--- src/rtl/fpdiv_ctrl.sv ---
// fpdiv_ctrl: sequencing FSM for the Goldschmidt fpdiv datapath (load, ITERS refinement passes,
// remainder pass, round, hold result until taken).
module fpdiv_ctrl #(
    parameter int ITERS   = 3,
    parameter int MUL_LAT = 2
) (
    input  logic       clk,
    input  logic       reset,
    input  logic       in_valid,
    output logic       in_ready,
    input  logic [1:0] rnd_mode,
    input  logic       special,
    output logic       out_valid,
    input  logic       out_ready,
    output logic       ld_op,
    output logic       init_sel,
    output logic       mul_go,
    output logic       rem_sel,
    output logic       cap_iter,
    output logic       cap_rem,
    output logic       en_q,
    output logic [1:0] rm_q,
    output logic       busy
);
    localparam int PW = ITERS > 1 ? $clog2(ITERS + 1) : 1;
    localparam int HW = MUL_LAT > 1 ? $clog2(MUL_LAT + 1) : 1;
    localparam logic [PW-1:0] P_LAST = PW'(ITERS);
    localparam logic [HW-1:0] H_LAST = HW'(MUL_LAT);
    typedef enum logic [2:0] {IDLE, LOAD, PASS, ROUND, DONE} state_t;
    state_t state_q, state_d;
    logic [PW-1:0] pass_q, pass_d;
    logic [HW-1:0] ph_q, ph_d;
    logic first_go;
    // LOAD doubles as phase 0 of the first pass, so PASS is entered at phase 1
    always_comb begin
        state_d = state_q;
        pass_d  = pass_q;
        ph_d    = ph_q;
        unique case (state_q)
            IDLE:  state_d = in_valid ? LOAD : IDLE;
            LOAD: begin
                state_d = special ? DONE : PASS;
                pass_d  = '0;
                ph_d    = special ? '0 : HW'(1);
            end
            PASS: begin
                ph_d    = ph_q == H_LAST ? '0 : ph_q + 1'b1;
                pass_d  = ph_q != H_LAST ? pass_q : pass_q == P_LAST ? '0 : pass_q + 1'b1;
                state_d = (ph_q == H_LAST && pass_q == P_LAST) ? ROUND : PASS;
            end
            ROUND: state_d = DONE;
            DONE:  state_d = out_ready ? IDLE : DONE;
            default: state_d = IDLE;
        endcase
    end
    always_ff @(posedge clk or posedge reset) begin
        if (reset) begin
            state_q <= IDLE;
            pass_q  <= '0;
            ph_q    <= '0;
            rm_q    <= '0;
        end else begin
            state_q <= state_d;
            pass_q  <= pass_d;
            ph_q    <= ph_d;
            if (state_q == IDLE && in_valid) rm_q <= rnd_mode;
        end
    end
    assign first_go  = state_q == LOAD && !special;
    assign in_ready  = state_q == IDLE && !reset;
    assign busy      = state_q != IDLE;
    assign ld_op     = state_q == LOAD;
    assign mul_go    = first_go || (state_q == PASS && ph_q == '0);
    assign init_sel  = first_go || (state_q == PASS && pass_q == '0);
    assign rem_sel   = state_q == PASS && pass_q == P_LAST;
    assign cap_iter  = state_q == PASS && ph_q == H_LAST && pass_q != P_LAST;
    assign cap_rem   = state_q == PASS && ph_q == H_LAST && pass_q == P_LAST;
    assign en_q      = state_q == ROUND;
    assign out_valid = state_q == DONE;
endmodule

--- config.mk ---
export PLATFORM = sky130hd
export DESIGN_NAME = fpdiv_ctrl
export DESIGN_NICKNAME = d
export VERILOG_FILES = /design/src/rtl/fpdiv_ctrl.sv
export SDC_FILE = /design/constraint.sdc
export NUM_CORES = 1
export LEC_CHECK = 0
export CAP_MARGIN = 20
export CORE_AREA = 2 2 39 41
export CTS_BUF_LIST = sky130_fd_sc_hd__clkbuf_2
export DETAILED_ROUTE_END_ITERATION = 10
export DIE_AREA = 0 0 41 43
export PLACE_DENSITY_LB_ADDON = 0.05
export SLEW_MARGIN = 20
export SYNTH_ARGS = -nofsm -noshare
export SYNTH_HDL_FRONTEND = slang
export SYNTH_SLANG_ARGS = --single-unit
--- constraint.sdc ---
create_clock -name clk -period 3.54 [get_ports clk]
set_input_delay 0.354 -clock clk [delete_from_list [all_inputs] [get_ports clk]]
set_output_delay 0.354 -clock clk [all_outputs]
set_load 0.01 [all_outputs]
Yosys cells after proc, flatten, opt, wreduce, memory -nomap -nowiden
Cells that the tools add are included.
{"block": "classes", "addsub": 2, "eq_ne": 9, "mux": 11, "n_reduce_logical": 20}
{"op": "3-bit one-hot mux with 5 select lines", "count": 1}
{"op": "1-bit logical AND", "count": 10}
{"op": "2-bit one-hot mux with 2 select lines", "count": 2}
{"op": "3-bit by 2-bit equality test with 1-bit output (second input constant)", "count": 2}
{"op": "2-bit 2-to-1 mux", "count": 3}
{"op": "3-bit 2-to-1 mux", "count": 2}
{"op": "2-bit inequality test (second input constant)", "count": 3}
{"op": "2-bit by 1-bit adder with 2-bit output (second input constant)", "count": 2}
{"op": "2-bit equality test (second input constant)", "count": 2}
{"op": "2-bit zero test", "count": 2}
{"op": "3-bit by 1-bit equality test with 1-bit output (second input constant)", "count": 1}
{"op": "3-bit equality test (second input constant)", "count": 1}
{"op": "3-bit zero test", "count": 1}
{"op": "1-bit 2-to-1 mux", "count": 3}
{"op": "3-bit nonzero test", "count": 1}
{"op": "1-bit zero test", "count": 2}
{"op": "1-bit logical OR", "count": 2}
{"op": "2-bit AND reduction", "count": 1}
{"op": "2-bit nonzero test", "count": 1}
{"block": "totals", "ff_bits": 9, "in_bits": 7, "out_inout_bits": 12, "word_cells": 46}

Longest topological paths before layout
Gate-level depths: netlist (run 1).
{"block": "depth", "depth_word": 4, "mapped_depth": 4}

Worst setup path before layout (run 1)
OpenSTA, ideal clock, no wires.
{"block": "synth_path", "kind": "register to output", "start": "reg state_q[0]", "end": "out cap_rem", "t_arrival_ns": 1.203, "required_time_ns": 3.186, "setup_slack_ns": 1.983, "path_stages_with_launch": 5, "path_buffers": 1, "path_cell_list": "dfrtp_1 -> buf_6 -> nand2b_4 -> nor4b_4 -> and2_1"}
{"block": "synth_between", "elab_chain_len": 3}
{"item": "from (decl)", "line_no": "30", "rtl": "state_t state_q, state_d;"}
{"item": "from (signal assigned)", "line_no": "63", "rtl": "state_q <= state_d;"}
{"item": "3-bit by 2-bit equality test with 1-bit output", "line_no": "77", "rtl": "assign cap_rem = state_q == PASS && ph_q == H_LAST && pass_q == P_LAST;"}
{"item": "1-bit logical AND (2 in series)", "line_no": "77"}
{"item": "to (decl)", "line_no": "20", "rtl": "output logic cap_rem,"}
Every way passes these cells.

Worst setup path after layout (run 1)
Same ends and word-level chain as after synthesis.

==> flow_metrics.tcl, run 1 <==
set metrics [dict create \
    maxCapViolCount 0 \
    drc 0 \
    htreeDepth 1 \
    slew_headroom_pct 71.7 \
    startpoint_type "flip-flop" \
    yosysUniqueCellTypes 28 \
    vias 450 \
    setup_viol_count_final 0 \
    yosysTopAreaCell "dfrtp_1" \
    min_period_ns 2.44 \
    synthTopCellsByArea "dfrtp_1, inv_1, ha_1" \
    drive_gt1_share_pct 11.7 \
    async_reset_ff_share_pct 100 \
    cp_max_fo 10 \
    postCtsSetupBuffers 0 \
    fin_cells 93 \
    cts.path.max_buffers 2 \
    gp_congestion 0.730 \
    period_share_pct 68.8 \
    routedWlPerCell_um 11.3 \
    power_density_mw_per_mm2 797 \
    wl_um 1050 \
    path_class "flip-flop to output pin" \
    die_h_um 43 \
    yosysWarnings 0 \
    io-pin-count 19 \
    max_freq_mhz 410 \
    synth_edf_count 0 \
    fin_tns_setup_ns 0 \
    power.switching_uw 246 \
    hold_buffers 0 \
    core_mm2 0.00138 \
    dr.pass1.iters 1 \
    grt_max_degree 14 \
    grt_overflow 0 \
    fp.dieW_um 41 \
    grt_pass1_wl_um 1660 \
    grt_pass1_vias 408 \
    placement_rows 14 \
    min_path_type "input port to asynchronous set/reset pin" \
    netlist_area_um2 563 \
    crit_arrival_ns 2.08 \
    total_power_uw 606 \
    nNetsFinal 87 \
    ys_ff_latch 9 \
    swShare_pct 40.5 \
    dr.first_iter.drc_count 0 \
    critPathRequiredTime_ns 3.19 \
    rsz0062_at_grt "false" \
    post-place-cells 89 \
    ys_seq_area_share_pct 40.0 \
    finalHoldViolations 0 \
    leakage_nw 0.333 \
    setup_ws_ns 1.10 \
    clkPwrFrac_pct 10.6 \
    start_util_pct 40.7 \
    crit_start "state_q[0]" \
    p_comb_share_pct 53.3 \
    status "complete, no violations" \
    die-area_mm2 0.00176 \
    grtUsageTotal_pct 14.1 \
    grt_antenna_before_repair 0 \
    r2r_start "state_q[0]" \
    synth_commonest_cells "dfrtp_1, inv_1, nor2_1" \
    place_hpwl_um 844 \
    worstMarginPinSlew_ns 0.424 \
    cts_tree "built" \
    seq_power_share_pct 36.1 \
    endpoint_kind "output pin" \
    clock_skew_ns 0.00580 \
    viasPerCell 4.84 \
    internal_power_uw 361 \
    clk_pin_slew_worst_paths_ns 0.10 \
    syn_nets 67 \
    dp_slack_ns 1.25 \
    root_buffer "clkbuf_2" \
    syn_to_final_growth_pct 35.1 \
    clkSinkCount 9 \
    postSynthCellCount 58 \
    io_buffers 18 \
    diodes 0 \
    cts_resized 0 \
    yosysMostFrequentCell "dfrtp_1" \
    clk-insertion-delay-late_ns 0.25 \
    slew_viol_final 0 \
    postRouteAntennaNets 0 \
    vdd_drop_max_uv 473 \
    numCtsBuffers 3 \
    yosys.area.top_type_share_pct 40.0 \
    synth.avg_cell_area_um2 9.71 \
    synth-main-ff-cell "dfrtp_1" \
]
==> flip-flops by register name, summed over array words and instances, names as in the netlist <==
register	count
pass_q	2
rm_q	2
ph_q	2
state_q	3
==> stage by stage <==
stage / util (%) / cell area, um2 / hold WS, ns
5_1_grt: 55.0 / 761 / 0.419
2_1_floorplan: - / 563 / 0.182
6_report: 55.0 / 761 / 0.395
3_5_place_dp: 53.5 / 741 / 0.484
4_1_cts: 55.0 / 761 / 0.398
3_3_place_gp: 53.5 / 741 / 0.478
==> metal layers <==
metal  part of all wire, %  global-route usage (%)  vias up
met5                     0                       0        -
met4                   1.3                    8.00        0
met3                   3.9                    3.14        2
met2                    51                    20.9        9
met1                    44                    18.0      208
li1                      -                       -      231
==> path summary, 6_finish.rpt <==
kind	endpoint	slack, ns	depth (start not counted)
setup / recovery	cap_rem	1.10	4
hold / removal	state_q[0]	0.40	2
setup reg to reg	pass_q[1]	2.10	3
hold reg to reg	rm_q[0]	0.50	1
max in group asynchronous	state_q[1]	2.87	2
min in group clk	rm_q[0]	0.50	1
==> power by group through the flow <==
stage / clock network [mW] / logic (mW) / registers (mW)
after floorplan: 0 / 0.239 / 0.182
after global placement: 0 / 0.326 / 0.223
after detailed placement: 0 / 0.327 / 0.223
after CTS: 0.0660 / 0.329 / 0.221
after global routing: 0.0723 / 0.355 / 0.228
final: 0.0641 / 0.323 / 0.219
==> layout by cell type (no fill, tap or decap), drive strengths merged, types with 2 or more instances in the layout <==
| cell type | n |
|---|---|
| a21oi | 3 |
| nor4b | 2 |
| mux2i | 2 |
| clkdlybuf4s50 | 18 |
| or3b | 2 |
| nor2 | 5 |
| clkbuf | 3 |
| nand2b | 2 |
| o21ai | 4 |
| dfrtp | 9 |
| mux2 | 2 |
| ha | 2 |
| inv | 8 |
| nand2 | 4 |
==> cell type report <==
type | count | area, um2
clock buffer | 3 | 15.0
clock inverter | 1 | 5.00
fill | 139 | 623
inverter | 8 | 30.0
multi-input combinational | 38 | 285
sequential | 9 | 225
tap | 16 | 20.0
timing repair buffer | 18 | 180
==> critical path, cell delays in order (launching register included) <==
cell and delay, ns:
dfrtp_1 0.50, nand2b_4 0.21, nor4b_4 0.41, and2_1 0.18, clkdlybuf4s50_1 0.53
==> cell families (layout without fill, tap and decap cells) <==
logic type	after synthesis	count (layout)	share of synthesized area (%)
compound gates	10	10	10.7
xor+xnor	1	1	1.56
fa+ha+maj	2	2	4.44
buf+inv	11	30	9.33
flops	9	9	40.0
mux	4	4	7.56
simple gates	21	21	26.4
(Power assumes the default switching activity.)
==> run 2: changes to the inputs <==
==> constraint.sdc (replaced) <==
create_clock -name clk -period 2.4 [get_ports clk]
set_input_delay 0.24 -clock clk [delete_from_list [all_inputs] [get_ports clk]]
set_output_delay 0.24 -clock clk [all_outputs]
set_load 0.01 [all_outputs]
==> flow_metrics.tcl, run 2 (synthesis gave the netlist of run 1 again) <==
set metrics [dict create \
    worstPathCellList "nand2b_4 > nor4b_4 > and2_1 > clkdlybuf4s50_1" \
    min_period_ns 2.21 \
    fin_tns_setup_ns 0 \
    min_path_type "input port to asynchronous set/reset pin" \
    postCtsSetupBuffers 0 \
    worstMarginPinSlew_ns 0.435 \
    max_freq_mhz 453 \
    slew_viol_final 0 \
    clock_skew_ns 0.000772 \
    status "complete, no violations" \
    cts_tree "built" \
    rsz0062_at_grt "false" \
    endpoint_kind "output pin" \
    hold_buffers 0 \
    r2r_setup_slack_ns 1.03 \
    grtUsageTotal_pct 15.8 \
    leakage_nw 0.337 \
    io-pin-count 19 \
    finalHoldViolations 0 \
    core_mm2 0.00138 \
    fp.dieW_um 41 \
    largest_reg_flops 3 \
    fin_cells 94 \
    place_hpwl_um 834 \
    grt_pass1_vias 429 \
    power_density_mw_per_mm2 1190 \
    grt_overflow 0 \
    utilization_pct 55.6 \
    placement_rows 14 \
    diodes 0 \
    setup_ws_ns 0.194 \
    cts_resized 0 \
    path_class "flip-flop to output pin" \
    slowest_stage "clkdlybuf4s50_1" \
    routedWlPerCell_um 11.5 \
    regMostFlops "state_q" \
    vdd_drop_max_uv 641 \
    drc 0 \
    setup_viol_count_final 0 \
    io_buffers 18 \
    critPathMaxStageDelay_ns 0.52 \
    dr.first_iter.drc_count 2 \
    htreeDepth 1 \
    grt_antenna_before_repair 0 \
    clkSinkCount 9 \
    final_common_cell "clkdlybuf4s50_1" \
    clk_pin_slew_worst_paths_ns 0.09 \
    nNetsFinal 88 \
    clk-insertion-delay-late_ns 0.24 \
    start_util_pct 40.7 \
    die_h_um 43 \
    drive_gt1_share_pct 14.1 \
    root_buffer "clkbuf_2" \
    postRouteAntennaNets 0 \
    crit_arrival_ns 1.97 \
    vias 453 \
    die-area_mm2 0.00176 \
    dp_slack_ns 0.339 \
    period_share_pct 91.9 \
    maxCapViolCount 0 \
    gp_congestion 0.753 \
    cp_max_fo 5 \
    final_cell_mix "clkdlybuf4s50_1, inv_1, dfrtp_1" \
    post-place-cells 90 \
    startpoint_type "flip-flop" \
    grt_max_degree 14 \
    numCtsBuffers 3 \
    cts.path.max_buffers 2 \
    slew_headroom_pct 71.0 \
    grt_pass1_wl_um 1860 \
    dr.pass1.iters 3 \
    fillCellCount 144 \
    viasPerCell 4.82 \
    syn_to_final_growth_pct 36.7 \
    wl_um 1080 \
    critPathRequiredTime_ns 2.16 \
]
## run 2: cell count changes in the layout (fill, tap and decap cells not counted), sizes merged
cell / delta
clkbuf: +1
clkinv: -1
buf: +1
## run 2: power by group
group	total (mW)	internal [mW]	switching (mW)	leakage, nW
registers	0.317	0.216	0.101	0.115
clock network	0.0960	0.0443	0.0517	0.0166
logic	0.499	0.289	0.210	0.205
## run 2: critical path: cells and delay by family (launching register included)
kind | cells | cell delay, ns
and+or+nand+nor | 3 | 0.77
buffers and inverters | 1 | 0.52
DFF | 1 | 0.44
## run 2: through the flow
| step | total power [mW] | cell area [um2] | hold WS [ns] |
|---|---|---|---|
| after floorplan | 0.622 | 563 | 0.0679 |
| after global placement | 0.824 | 748 | 0.479 |
| after detailed placement | 0.822 | 748 | 0.485 |
| after CTS | 0.924 | 768 | 0.295 |
| after global routing | 0.988 | 769 | 0.328 |
| final | 0.912 | 769 | 0.293 |
## run 2: layout make-up
class / count / area, um2 / share of cell area [%]
clock buffer: 4 / 20.0 / 2.60
inverter: 8 / 30.0 / 3.90
multi-input combinational: 38 / 285 / 37.1
sequential: 9 / 226 / 29.4
tap: 16 / 20.0 / 2.60
timing repair buffer: 19 / 188 / 24.4
## run 2: path summary, 6_finish.rpt
path / startpoint / endpoint / cells after the start
max: state_q[0] / cap_rem / 4
min: reset / state_q[0] / 2
max reg2reg: state_q[0] / rm_q[1] / 4
min reg2reg: rm_q[0] / rm_q[0] / 1
max in group asynchronous: reset / state_q[1] / 2
min in group clk: rm_q[0] / rm_q[0] / 1
## run 2: per-layer routing
layer	global-route usage, %	routed length [um]	part of all wire, %	vias to the layer above
met4	10.0	14	1.3	0
met2	21.3	512	47	9
met5	0	0	0	-
met3	3.14	40	3.7	2
met1	22.3	512	47	206
li1	-	-	-	236
